### config.mk
export PLATFORM = sky130hd
export DESIGN_NAME = abacus_counter_bank
export DESIGN_NICKNAME = d
export VERILOG_FILES = /design/src/rtl/abacus_pkg.sv /design/src/rtl/abacus_counter_cell.sv /design/src/rtl/abacus_counter_bank.sv
export SDC_FILE = /design/constraint.sdc
export NUM_CORES = 1
export LEC_CHECK = 0
export ABC_AREA = 0
export CAP_MARGIN = 20
export CORE_MARGIN = 5
export CORE_UTILIZATION = 41
export DETAILED_ROUTE_END_ITERATION = 10
export SLEW_MARGIN = 10
export SYNTH_ARGS = -nofsm -noshare
export SYNTH_HDL_FRONTEND = slang
export SYNTH_SLANG_ARGS = --single-unit
### constraint.sdc
create_clock -name clk -period 2.65 [get_ports clk]
set_clock_uncertainty 0.1 [all_clocks]
set_input_delay 0.53 -clock clk [delete_from_list [all_inputs] [get_ports clk]]
set_output_delay 0.53 -clock clk [all_outputs]
set_load 0.03 [all_outputs]
### src/rtl/abacus_pkg.sv
// Register map constants and decode selectors for the abacus event counter bank.
package abacus_pkg;

    localparam logic [31:0] OFF_CTRL    = 32'h000;
    localparam logic [31:0] OFF_CHAN_EN = 32'h004;
    localparam logic [31:0] OFF_OVF     = 32'h008;
    localparam logic [31:0] OFF_INFO    = 32'h00C;
    localparam logic [31:0] CNT_BASE    = 32'h100;
    localparam int          CNT_STRIDE  = 8;
    localparam int          CNT_SHIFT   = $clog2(CNT_STRIDE);

    localparam int CTRL_EN_BIT  = 0;
    localparam int CTRL_CLR_BIT = 1;

    typedef enum logic [2:0] {
        REG_NONE,
        REG_CTRL,
        REG_CHAN_EN,
        REG_OVF,
        REG_INFO,
        REG_CNT_LO,
        REG_CNT_HI
    } reg_sel_e;

endpackage

### src/rtl/abacus_counter_cell.sv
// One event counter: increments on inc, clears on clr, wraps or saturates at all-ones.
module abacus_counter_cell #(
    parameter int COUNTER_WIDTH = 48,
    parameter bit SATURATE      = 1'b0
) (
    input  logic                     clk,
    input  logic                     rst_n,
    input  logic                     inc,
    input  logic                     clr,
    output logic [COUNTER_WIDTH-1:0] cnt,
    output logic                     ovf
);

    logic [COUNTER_WIDTH-1:0] cnt_q;
    logic [COUNTER_WIDTH-1:0] cnt_nxt;
    logic                     at_max;

    assign at_max = &cnt_q;
    // A clear in the same cycle discards the increment, so no overflow is reported.
    assign ovf    = inc & at_max & ~clr;
    assign cnt    = cnt_q;

    always_comb begin
        cnt_nxt = cnt_q;
        if (clr) begin
            cnt_nxt = '0;
        end else if (inc && !(at_max && SATURATE)) begin
            cnt_nxt = cnt_q + COUNTER_WIDTH'(1);
        end
    end

    always_ff @(posedge clk or negedge rst_n) begin
        if (!rst_n) begin
            cnt_q <= '0;
        end else begin
            cnt_q <= cnt_nxt;
        end
    end

endmodule

### src/rtl/abacus_counter_bank.sv
// Bank of event counters behind a Wishbone register window with a shared high-word latch.
module abacus_counter_bank
    import abacus_pkg::*;
#(
    parameter logic [31:0] ABACUS_BASE_ADDR = 32'hf0030000,
    parameter int          NUM_COUNTERS     = 8,
    parameter int          COUNTER_WIDTH    = 48,
    parameter bit          SATURATE         = 1'b0
) (
    input  logic                    clk,
    input  logic                    rst_n,
    input  logic [NUM_COUNTERS-1:0] event_i,
    input  logic                    wb_cyc,
    input  logic                    wb_stb,
    input  logic                    wb_we,
    input  logic [31:0]             wb_adr,
    input  logic [31:0]             wb_dat_i,
    output logic [31:0]             wb_dat_o,
    output logic                    wb_ack,
    output logic                    ovf_irq_o
);

    localparam logic [7:0] INFO_CW = 8'(COUNTER_WIDTH);
    localparam logic [7:0] INFO_NC = 8'(NUM_COUNTERS);

    logic                     ctrl_en_q;
    logic [NUM_COUNTERS-1:0]  chan_en_q;
    logic [NUM_COUNTERS-1:0]  ovf_q;
    logic [31:0]              hi_latch_q;

    logic [COUNTER_WIDTH-1:0] cnt [NUM_COUNTERS];
    logic [NUM_COUNTERS-1:0]  inc;
    logic [NUM_COUNTERS-1:0]  clr;
    logic [NUM_COUNTERS-1:0]  ovf_set;
    logic [NUM_COUNTERS-1:0]  ovf_w1c;

    logic [31:0]              off;
    logic [31:0]              off_w;
    logic [31:0]              rel;
    logic [31:0]              cnt_idx;
    reg_sel_e                 sel;
    logic [63:0]              cnt_ext;
    logic [31:0]              rdata;

    logic                     bus_req;
    logic                     wr_commit;
    logic                     clear_all;
    logic                     cnt_wr;
    logic                     unused_bits;

    // Reads are sampled on the edge that raises ack; writes commit on the edge that ends it.
    assign bus_req   = wb_cyc & wb_stb & ~wb_ack;
    assign wr_commit = wb_cyc & wb_stb & wb_we & wb_ack;
    assign clear_all = wr_commit && (sel == REG_CTRL) && wb_dat_i[CTRL_CLR_BIT];
    assign cnt_wr    = wr_commit && (sel == REG_CNT_LO);
    assign ovf_w1c   = (wr_commit && (sel == REG_OVF)) ? wb_dat_i[NUM_COUNTERS-1:0] : '0;
    assign ovf_irq_o = |(ovf_q & chan_en_q);
    assign unused_bits = ^{wb_dat_i, off[1:0], rel[1:0]};

    always_comb begin
        off     = wb_adr - ABACUS_BASE_ADDR;
        off_w   = {off[31:2], 2'b00};
        rel     = off_w - CNT_BASE;
        cnt_idx = rel >> CNT_SHIFT;
        sel     = REG_NONE;
        case (off_w)
            OFF_CTRL:    sel = REG_CTRL;
            OFF_CHAN_EN: sel = REG_CHAN_EN;
            OFF_OVF:     sel = REG_OVF;
            OFF_INFO:    sel = REG_INFO;
            default: begin
                if ((off_w >= CNT_BASE) && (cnt_idx < 32'(NUM_COUNTERS))) begin
                    sel = rel[2] ? REG_CNT_HI : REG_CNT_LO;
                end
            end
        endcase
    end

    always_comb begin
        cnt_ext = '0;
        for (int i = 0; i < NUM_COUNTERS; i++) begin
            if (cnt_idx == 32'(i)) begin
                cnt_ext = 64'(cnt[i]);
            end
        end
    end

    always_comb begin
        rdata = '0;
        case (sel)
            REG_CTRL:    rdata = {31'b0, ctrl_en_q};
            REG_CHAN_EN: rdata = 32'(chan_en_q);
            REG_OVF:     rdata = 32'(ovf_q);
            REG_INFO:    rdata = {16'h0, INFO_CW, INFO_NC};
            REG_CNT_LO:  rdata = cnt_ext[31:0];
            REG_CNT_HI:  rdata = hi_latch_q;
            default:     rdata = '0;
        endcase
    end

    for (genvar g = 0; g < NUM_COUNTERS; g++) begin : g_cell
        assign inc[g] = event_i[g] & chan_en_q[g] & ctrl_en_q;
        assign clr[g] = clear_all | (cnt_wr && (cnt_idx == 32'(g)));

        abacus_counter_cell #(
            .COUNTER_WIDTH (COUNTER_WIDTH),
            .SATURATE      (SATURATE)
        ) u_cell (
            .clk   (clk),
            .rst_n (rst_n),
            .inc   (inc[g]),
            .clr   (clr[g]),
            .cnt   (cnt[g]),
            .ovf   (ovf_set[g])
        );
    end

    always_ff @(posedge clk or negedge rst_n) begin
        if (!rst_n) begin
            wb_ack     <= 1'b0;
            wb_dat_o   <= '0;
            ctrl_en_q  <= 1'b0;
            chan_en_q  <= '0;
            ovf_q      <= '0;
            hi_latch_q <= '0;
        end else begin
            wb_ack   <= bus_req;
            wb_dat_o <= (bus_req && !wb_we) ? rdata : '0;
            // High word is captured with the low word so a split 64-bit read is coherent.
            if (bus_req && !wb_we && (sel == REG_CNT_LO)) begin
                hi_latch_q <= cnt_ext[63:32];
            end
            if (wr_commit && (sel == REG_CTRL)) begin
                ctrl_en_q <= wb_dat_i[CTRL_EN_BIT];
            end
            if (wr_commit && (sel == REG_CHAN_EN)) begin
                chan_en_q <= wb_dat_i[NUM_COUNTERS-1:0];
            end
            ovf_q <= (ovf_q & ~ovf_w1c) | ovf_set;
        end
    end

endmodule

Word level (Yosys, flattened, before mapping):

Index checks and enable logic that the tools add are counted.

* word-level logic and storage cells: 165
* flip-flop bits (word level): 466
* bits of input ports: 77
* output and inout bits: 34

* mux-type cells: 30
* reduce and logical (&&, ||, !) cells: 36
* bitwise logic cells: 57
* eq/ne operators: 16
* magnitude comparators: 2
* add/subtract/negate cells: 10

Operators with widths (count)
* $mux 48: 17
* $mux 64: 7
* $add 48x1->48 const B: 8
* $reduce_and 48->1: 8
* $pmux 32 s6: 1
* $eq 29x3->1 const B: 4
* $eq 30x2->1 const B: 2
* $eq 29x2->1 const B: 2
* $and 1x1->1: 36
* $ge 32x9->1 const B: 1
* $logic_not 32->1: 1
* $mux 32: 1
* $sub 32x32->32 const B: 1
* $sub 32x9->32 const B: 1
* $eq 30x1->1 const B: 1
* $logic_not 30->1: 1
* $eq 29x1->1 const B: 1
* $lt 29x4->1 const B: 1
* $and 8x8->8: 2
* $logic_and 1x1->1: 16
* $reduce_bool 2->1: 8
* $pmux 3 s4: 1
* $eq 3x3->1 const B: 3
* $not 1->1: 9
* other kinds (10): 18

Longest topological paths before layout:

Gate-level depths: netlist (run 1).

* word-level depth: 13
* gate-level depth with buffers: 18

Cells and area by module:

A second synthesis (run 1) with hierarchy kept.

* cell total of the unflattened synthesis: 3212
* area total of the unflattened synthesis: 28561.1 µm²

By module, submodules not included
* abacus_counter_cell: instances 8, area each 2633.8 µm², cells an instance 291, seq. area each 1201.2 µm²
* abacus_counter_bank: instances 1, area each 7490.9 µm², cells an instance 884, seq. area each 1651.6 µm²

Worst setup path after synthesis (run 1):

Ideal clock, no wire load.

* path type: input-to-reg
* start: input port wb_adr[16]
* end: register g_cell[0].u_cell.cnt_q[38]
* arrival time: 3.850 ns
* path buffers: 5
* required time: 2.431 ns
* path slack: -1.419 ns
* stages: 16
* path through: ha_1 > clkbuf_1 > nand4_1 > or4b_1 > nor3_1 > mux2i_1 > nor2_1 > or3_1 > clkbuf_1 > buf_2 > nor3_4 > nand3_1 > a21oi_2 > buf_2 > buf_4 > nor2_1

* cells in the longest elaborated chain, start to end: 11

Ends and longest elaborated chain
* from (decl): RTL line abacus_counter_bank.sv:16 `input logic [31:0] wb_adr,`
* $sub 32x32->32 (*): RTL line abacus_counter_bank.sv:61 `off = wb_adr - ABACUS_BASE_ADDR;`
* $sub 32x9->32: RTL line abacus_counter_bank.sv:63 `rel = off_w - CNT_BASE;`
* $lt 29x4->1: RTL line abacus_counter_bank.sv:72 `if ((off_w >= CNT_BASE) && (cnt_idx < 32'(NUM_COUNTERS))) begin`
* $logic_and 1x1->1: RTL line abacus_counter_bank.sv:72
* $mux 3: RTL line abacus_counter_bank.sv:72
* $pmux 3 s4: RTL line abacus_counter_bank.sv:66 `case (off_w)`
* $eq 3x1->1 or $eq 3x3->1 (tied branches): RTL line abacus_counter_bank.sv:54, abacus_counter_bank.sv:55
* $logic_and 1x1->1 (on tied branches): RTL line abacus_counter_bank.sv:54, abacus_counter_bank.sv:55
* $logic_and 1x1->1 (on tied branches): RTL line abacus_counter_bank.sv:54, abacus_counter_bank.sv:103
* $or 1x1->1 (*): RTL line abacus_counter_bank.sv:103 `assign clr[g] = clear_all | (cnt_wr && (cnt_idx == 32'(g)));`
* $mux 48 or $reduce_bool 2->1 (tied branches)
* to (signal assigned): RTL line abacus_counter_cell.sv:36 `cnt_q <= cnt_nxt;`
* to (decl): RTL line abacus_counter_cell.sv:14 `logic [COUNTER_WIDTH-1:0] cnt_q;`

Mark *: on every way between the ends. The rest lies on a longest branch, timed or not.
A chain may end at the register's enable or synchronous reset.

Final worst setup path (run 1):

* start: input port wb_adr[10]
* end: register g_cell[6].u_cell.cnt_q[28]

* cells in the longest elaborated chain, start to end: 11

Ends and longest elaborated chain (RTL line)
* $sub 32x32->32 (*): abacus_counter_bank.sv:61
* $sub 32x9->32: abacus_counter_bank.sv:63
* $lt 29x4->1: abacus_counter_bank.sv:72
* $logic_and 1x1->1: abacus_counter_bank.sv:72
* $mux 3: abacus_counter_bank.sv:72
* $pmux 3 s4: abacus_counter_bank.sv:66
* $eq 3x1->1 or $eq 3x3->1 (tied branches): abacus_counter_bank.sv:54, abacus_counter_bank.sv:55
* $logic_and 1x1->1 (on tied branches): abacus_counter_bank.sv:54, abacus_counter_bank.sv:55
* $logic_and 1x1->1 (on tied branches): abacus_counter_bank.sv:54, abacus_counter_bank.sv:103
* $or 1x1->1 (*): abacus_counter_bank.sv:103
* $mux 48 or $reduce_bool 2->1 (tied branches)
* to (signal assigned): abacus_counter_cell.sv:36
* to (decl): abacus_counter_cell.sv:14

Marked as above.

==> impl_results.md, run 1 <==
* Number of global-route vias before repair at 24639
* Grt ovf at 0
* Clock root buffer: clkbuf_16
* CTS sink count at 450
* Top_reg_cell synth: dfrtp_1
* CTS Buffer Depth at 3
* Reg2Reg Depth at 12
* Synthesized Nets at 2897
* GP Congestion at 1.01
* Combinational share of power at 5.8%
* Layout cells sized above 1 at 30.6%
* Clock power frac at 49.6%
* Max_slew headroom at 47.8%
* Row cnt at 92
* Worst VDD drop at 0.498 mV
* Crit path setup slack, layout at -0.985 ns
* Slew Viols, Final at 0
* RSZ-0062 raised after global routing: yes
* Worst min-delay path class: primary input to async pin
* Sequential share of power at 44.6%
* Vias after detailed routing at 25204
* Hold Vio Cnt, Final at 0
* Leakage at 15.6 nW
* Die width at 261 um
* Clock-pin slew of the registers on the worst-case setup and hold paths at 0.06 ns
* FF-to-FF End: ovf_q[5]
* Final net count at 3522
* Post-Layout Cell Count at 4318
* Internal power of the cells at 11.9 mW
* Commonest non-fill, non-tap cell in the layout: buf_4
* Synthesis-to-layout area growth at 41.2%
* Vias per std cell at 5.84
* Mapped Area at 25900 um2
* Routed WL at 104 mm
* Worst R2R Start: g_cell[5].u_cell.cnt[1]
* Area leader, netlist: dfrtp_1
* Initial antenna violation count at 3
* Worst Path Arrival at 4.00 ns
* Net Sw Frac at 22.9%
* Core area at 62900 um2
* MaxCap Viol Count at 0
* Largest net degree at the start of global routing at 90
* HPWL after DPL at 73.9 mm
* Final setup violation count at 449
* Worst-margin pin slew at 0.784 ns
* Crit Path Class: primary input to register
* Tcrit/Tclk final at 137%
* Initial Util at 41.2%
* Placed Cells at 4126
* Syn Inst Count at 2808
* Total track usage at 29.3%
* EDFF count, synth at 0
* Met1 usage at 39.9%
* Crit path from: wb_adr[10]
* GR peak layer: met2
* DR iter-0 viols at 2363
* First-pass GRT wire length at 153 mm
* Drt first pass iters at 6
* Fmax at 0.275 GHz
* Critical Path End: g_cell[6].u_cell.cnt[28]
* Synth top area share at 43.5%
* Register area share after synthesis at 43.5%
* Synth async-reset ratio at 100%
* Top cells by area, synth: dfrtp_1 43%, xor2_1 8.7%, nor2_1 8.0%
* Power per Cell Area at 421 nW/um2
* GR Layer Usage met2 at 48.0%
* Crit-path max FO at 6
* Psw at 3.53 mW
* FF-to-FF setup slack at -0.63 ns
* Most frequent cells in the layout: 516 x buf_4, 458 x nor2_1, 450 x dfrtp_1
* Worst EP required at 3.01 ns
* Clock period minus final worst setup slack at 3.63 ns
* Port buffer count at 84
* Die Y-Extent at 261 um
* # IOs at 111
* #FFs+latches synth at 450
* Failing checks: negative setup slack
* Num CTS Buffers at 51
* GR met3 Demand/Resource at 5.11%
* Die area at 68300 um2
* Pwr Total at 15.4 mW
* Syn_area_per_cell at 9.22 um2
* Final Core Density at 58.2%
* WL/cell at 24.1 um
* Synth warn at 0
* Status: complete, but fails checks
* CP endpoint kind: register
* Residual DRC at 0
* Startpoint Class: primary input
* Setup WS pre-CTS at -2.38 ns
* Post-DRT Antenna Nets at 0
* H-tree depth at 2
* Post-synth cell types at 83
* CTS tree: yes
* Clk_lat worst skew at 0.60 ns
through the flow:
stage	TNS (ns)	hold slack, ns	cell area [um2]
5_1_grt	-428.78	0.398	36600
2_1_floorplan	-468.02	0.134	26600
6_report	-383.49	0.373	36600
3_5_place_dp	-827.24	0.380	31900
3_3_place_gp	-804.71	0.376	31900
4_1_cts	-364.09	0.375	35300
state kept, by name (all words and copies together), names as in the netlist:
name,flops
hi_latch_q,16
wb_dat_o,32
g_cell.u_cell.cnt,384
ctrl_en_q,1
ovf_q,8
chan_en_q,8
wb_ack,1
power groups by stage:
stage / registers [mW] / clock network (mW) / logic (mW)
after detailed placement: 7.00 / 0 / 0.793
after CTS: 6.87 / 7.72 / 0.859
final: 6.87 / 7.63 / 0.891
after floorplan: 7.00 / 0 / 0.269
after global routing: 6.87 / 8.01 / 0.951
after global placement: 7.00 / 0 / 0.788
worst min-delay path by stage:
stage                   startpoint                        to  slack (ns)  cells after the start
floorplan                    rst_n              chan_en_q[0]        0.13                      0
global placement    hi_latch_q[11]            hi_latch_q[11]        0.38                      2
detailed placement  hi_latch_q[13]            hi_latch_q[13]        0.38                      2
CTS                          rst_n  g_cell[7].u_cell.cnt[34]        0.37                      2
global route                 rst_n  g_cell[7].u_cell.cnt[35]        0.40                      2
finish                       rst_n  g_cell[7].u_cell.cnt[35]        0.37                      2
worst max-delay path, stage by stage:
cell and delay [ns]:
buf_6 0.10, nor4_4 0.27, nand4_1 0.17, or4b_4 0.59, or3_4 0.38, o31a_1 0.27
nor3_2 0.19, nand3_4 0.12, buf_6 0.14, buf_4 0.13, nor4_4 0.16, buf_6 0.18
nand3_4 0.09, o21ai_4 0.18, buf_12 0.17, buf_12 0.12, clkbuf_16 0.17, nor2_4 0.03
Yosys cell counts (23+ instances only):
cell type  count
buf_2         35
nand3_1      166
mux4_2        50
and4_1        23
dfrtp_1      450
xor2_1       256
a21oi_1       39
a22oi_1       30
mux2i_1       23
nand4_1       79
nand2_1      250
and3_1        88
nor3_1        48
nor4_1        31
inv_1         47
nor2_1       555
clkbuf_1      86
xnor2_1      128
o21ai_0       77
layout make-up:
| type | count | area (um2) |
|---|---|---|
| multi-input cells | 2177 | 15700 |
| clock buffers | 72 | 1480 |
| inverters | 48 | 180 |
| clock inverters | 18 | 293 |
| flip-flops and latches | 450 | 11300 |
| well taps | 846 | 1060 |
| fillers | 5433 | 26300 |
| repair buffers | 705 | 6590 |
| diodes | 2 | 5.00 |
layer usage:
metal	wire [um]	vias to the layer above	part of all wire (%)
met5	0	-	0
met2	49000	1127	47
li1	-	11136	-
met4	4380	0	4.2
met1	42000	12684	40
met3	8800	257	8.4
timing repair:
| action | CTS | global route |
|---|---|---|
| gates resized for setup | 208 | 245 |
| setup buffers | 61 | 26 |
| hold buffers | 1 | 0 |
| gates cloned | 15 | 11 |
| pin swaps | 82 | 79 |
| endpoints found under the hold margin | 41 | 0 |
| endpoints found under the setup margin | 450 | 450 |
kinds of logic after synthesis:
logic type                 synth area share, %
buffers and inverters                     2.91
muxes                                     5.58
xor gates and xnor gates                  13.0
adders and majority gates                0.580
AOI/OAI and AO/OA                         9.52
and+or+nand+nor                           24.9
DFF                                       43.5
Note: power is estimated with default switching activity, not from simulation.
==> run 2: changes to the inputs <==
Clock period 2.65 ns to 3.95 ns, I/O delays scaled along.
==> impl_results.md, run 2 (synthesized netlist as in run 1, its figures left out) <==
* Status: complete, but fails checks
* DR iter-0 viols at 2433
* Diode count at 0
* Final net count at 3305
* Worst EP required at 4.34 ns
* Design area at 35600 um2
* WL/cell at 25.3 um
* Clk_lat worst skew at 0.61 ns
* Die width at 261 um
* Worst min-delay path class: primary input to async pin
* Total track usage at 27.8%
* Most frequent cells in the layout: 450 x dfrtp_1, 355 x nor2_1, 285 x buf_4
* Row cnt at 92
* Initial antenna violation count at 4
* Layout cells sized above 1 at 28.9%
* Initial Util at 41.2%
* Crit path setup slack, layout at -0.0928 ns
* CTS sink count at 450
* Slew Viols, Final at 0
* CTS Buffer Depth at 3
* Commonest non-fill, non-tap cell in the layout: dfrtp_1
* Clock root buffer: clkbuf_16
* Number of global-route vias before repair at 23192
* Largest net degree at the start of global routing at 94
* Leakage at 14.5 nW
* Worst Path Arrival at 4.43 ns
* Drt first pass iters at 6
* Crit-path max FO at 8
* Grt ovf at 0
* Worst-margin pin slew at 1.02 ns
* MaxCap Viol Count at 0
* Worst VDD drop at 0.313 mV
* RSZ-0062 raised after global routing: yes
* Cell area after placement at 30000 um2
* Final setup violation count at 156
* Pwr Total at 10.0 mW
* GP Congestion at 0.979
* Synthesis-to-layout area growth at 37.5%
* Port buffer count at 84
* Clock-pin slew of the registers on the worst-case setup and hold paths at 0.06 ns
* Max_slew headroom at 31.5%
* Clock period minus final worst setup slack at 4.04 ns
* Fmax at 0.247 GHz
* # hold bufs at CTS at 0
* First-pass GRT wire length at 145 mm
* Hold Slack at 0.0782 ns
* Post-DRT Antenna Nets at 0
* Num CTS Buffers at 52
* Routed WL at 104 mm
* Startpoint Class: primary input
* Core area at 62900 um2
* Failing checks: negative setup slack
* Die area at 68300 um2
* CTS tree: yes
* Power per Cell Area at 281 nW/um2
* CP endpoint kind: register
* Vias after detailed routing at 24421
* H-tree depth at 2
* Vias per std cell at 5.95
* Number of flip-flops under the largest register name at 384
* Tcrit/Tclk final at 102%
* Residual DRC at 0
* Hold Vio Cnt, Final at 0
* Die Y-Extent at 261 um
* # IOs at 111
* HPWL after DPL at 71.2 mm
* Crit Path Class: primary input to register
==> run 2: changes by cell type in the layout (fill, tap and decap cells not counted), moves of 6 or more <==
cell and delta:
buf_16 -6, nor2_4 +102, clkbuf_16 +12, bufinv_16 -6
nor2_1 -103, buf_4 -231, buf_6 +6
==> run 2: cell type report <==
type / instances / area, um2
tap: 846 / 1060
inverter: 48 / 180
fill: 5470 / 27200
multi-input combinational: 2177 / 16300
sequential: 450 / 11300
timing repair buffer: 487 / 5100
clock inverter: 14 / 146
clock buffer: 80 / 1530
==> run 2: final timing paths <==
| kind | startpoint | to | slack (ns) | cells past startpoint |
|---|---|---|---|---|
| min reg2reg | hi_latch_q[7] | hi_latch_q[7] | 0.40 | 2 |
| max reg2reg | g_cell[0].u_cell.cnt[9] | g_cell[0].u_cell.cnt[46] | 0.38 | 10 |
| max | wb_adr[19] | g_cell[0].u_cell.cnt[24] | -0.09 | 24 |
| min in group clk | hi_latch_q[7] | hi_latch_q[7] | 0.40 | 2 |
| min | rst_n | g_cell[7].u_cell.cnt[34] | 0.08 | 1 |
| max in group asynchronous | rst_n | g_cell[4].u_cell.cnt[25] | 2.65 | 2 |
==> run 2: per-layer routing <==
layer | global-route usage (%) | vias up | routed length, um
met5 | 0 | - | 7
met4 | 8.53 | 2 | 4680
met3 | 4.30 | 261 | 8280
met1 | 39.1 | 12359 | 42300
met2 | 44.5 | 1116 | 48600
li1 | - | 10683 | -
==> run 2: power breakdown <==
part           switching, mW  internal, mW
combinational          0.350         0.219
sequential          0.000767          4.61
clock                   2.05          2.79
total                   2.40          7.62
==> run 2: repair_timing <==
item | 4_1_cts | 5_1_grt
pin swaps | 41 | 192
buffers inserted | 30 | 61
endpoints found under the setup margin | 433 | 403
gates cloned | 6 | 34
resized for setup | 127 | 547
==> run 2: worst max-delay path: stages <==
cell and delay (ns):
buf_2 0.13, buf_6 0.13, nor3_4 0.18, xnor2_2 0.10, buf_4 0.13, buf_4 0.12, buf_4 0.12, buf_4 0.12
buf_4 0.14, xnor2_2 0.14, a311oi_2 0.26, o2111ai_1 0.15, or3_4 0.44, buf_6 0.15, buf_12 0.12, nor4_4 0.19
buf_4 0.18, buf_6 0.09, nand3_4 0.07, a21oi_4 0.18, buf_12 0.19, buf_6 0.12, buf_8 0.13, nor2_2 0.05
==> run 2: metrics by stage <==
stage               setup slack [ns]  utilization [%]  instances  TNS (ns)
floorplan                     -0.151                -       2808    -14.18
global placement               -1.31             47.8       3888   -402.85
detailed placement             -1.32             47.8       3888   -416.87
CTS                           -0.150             51.7       4017    -10.84
global route                  -0.220             56.7       4102    -43.04
finish                       -0.0928             56.7       4102     -6.42
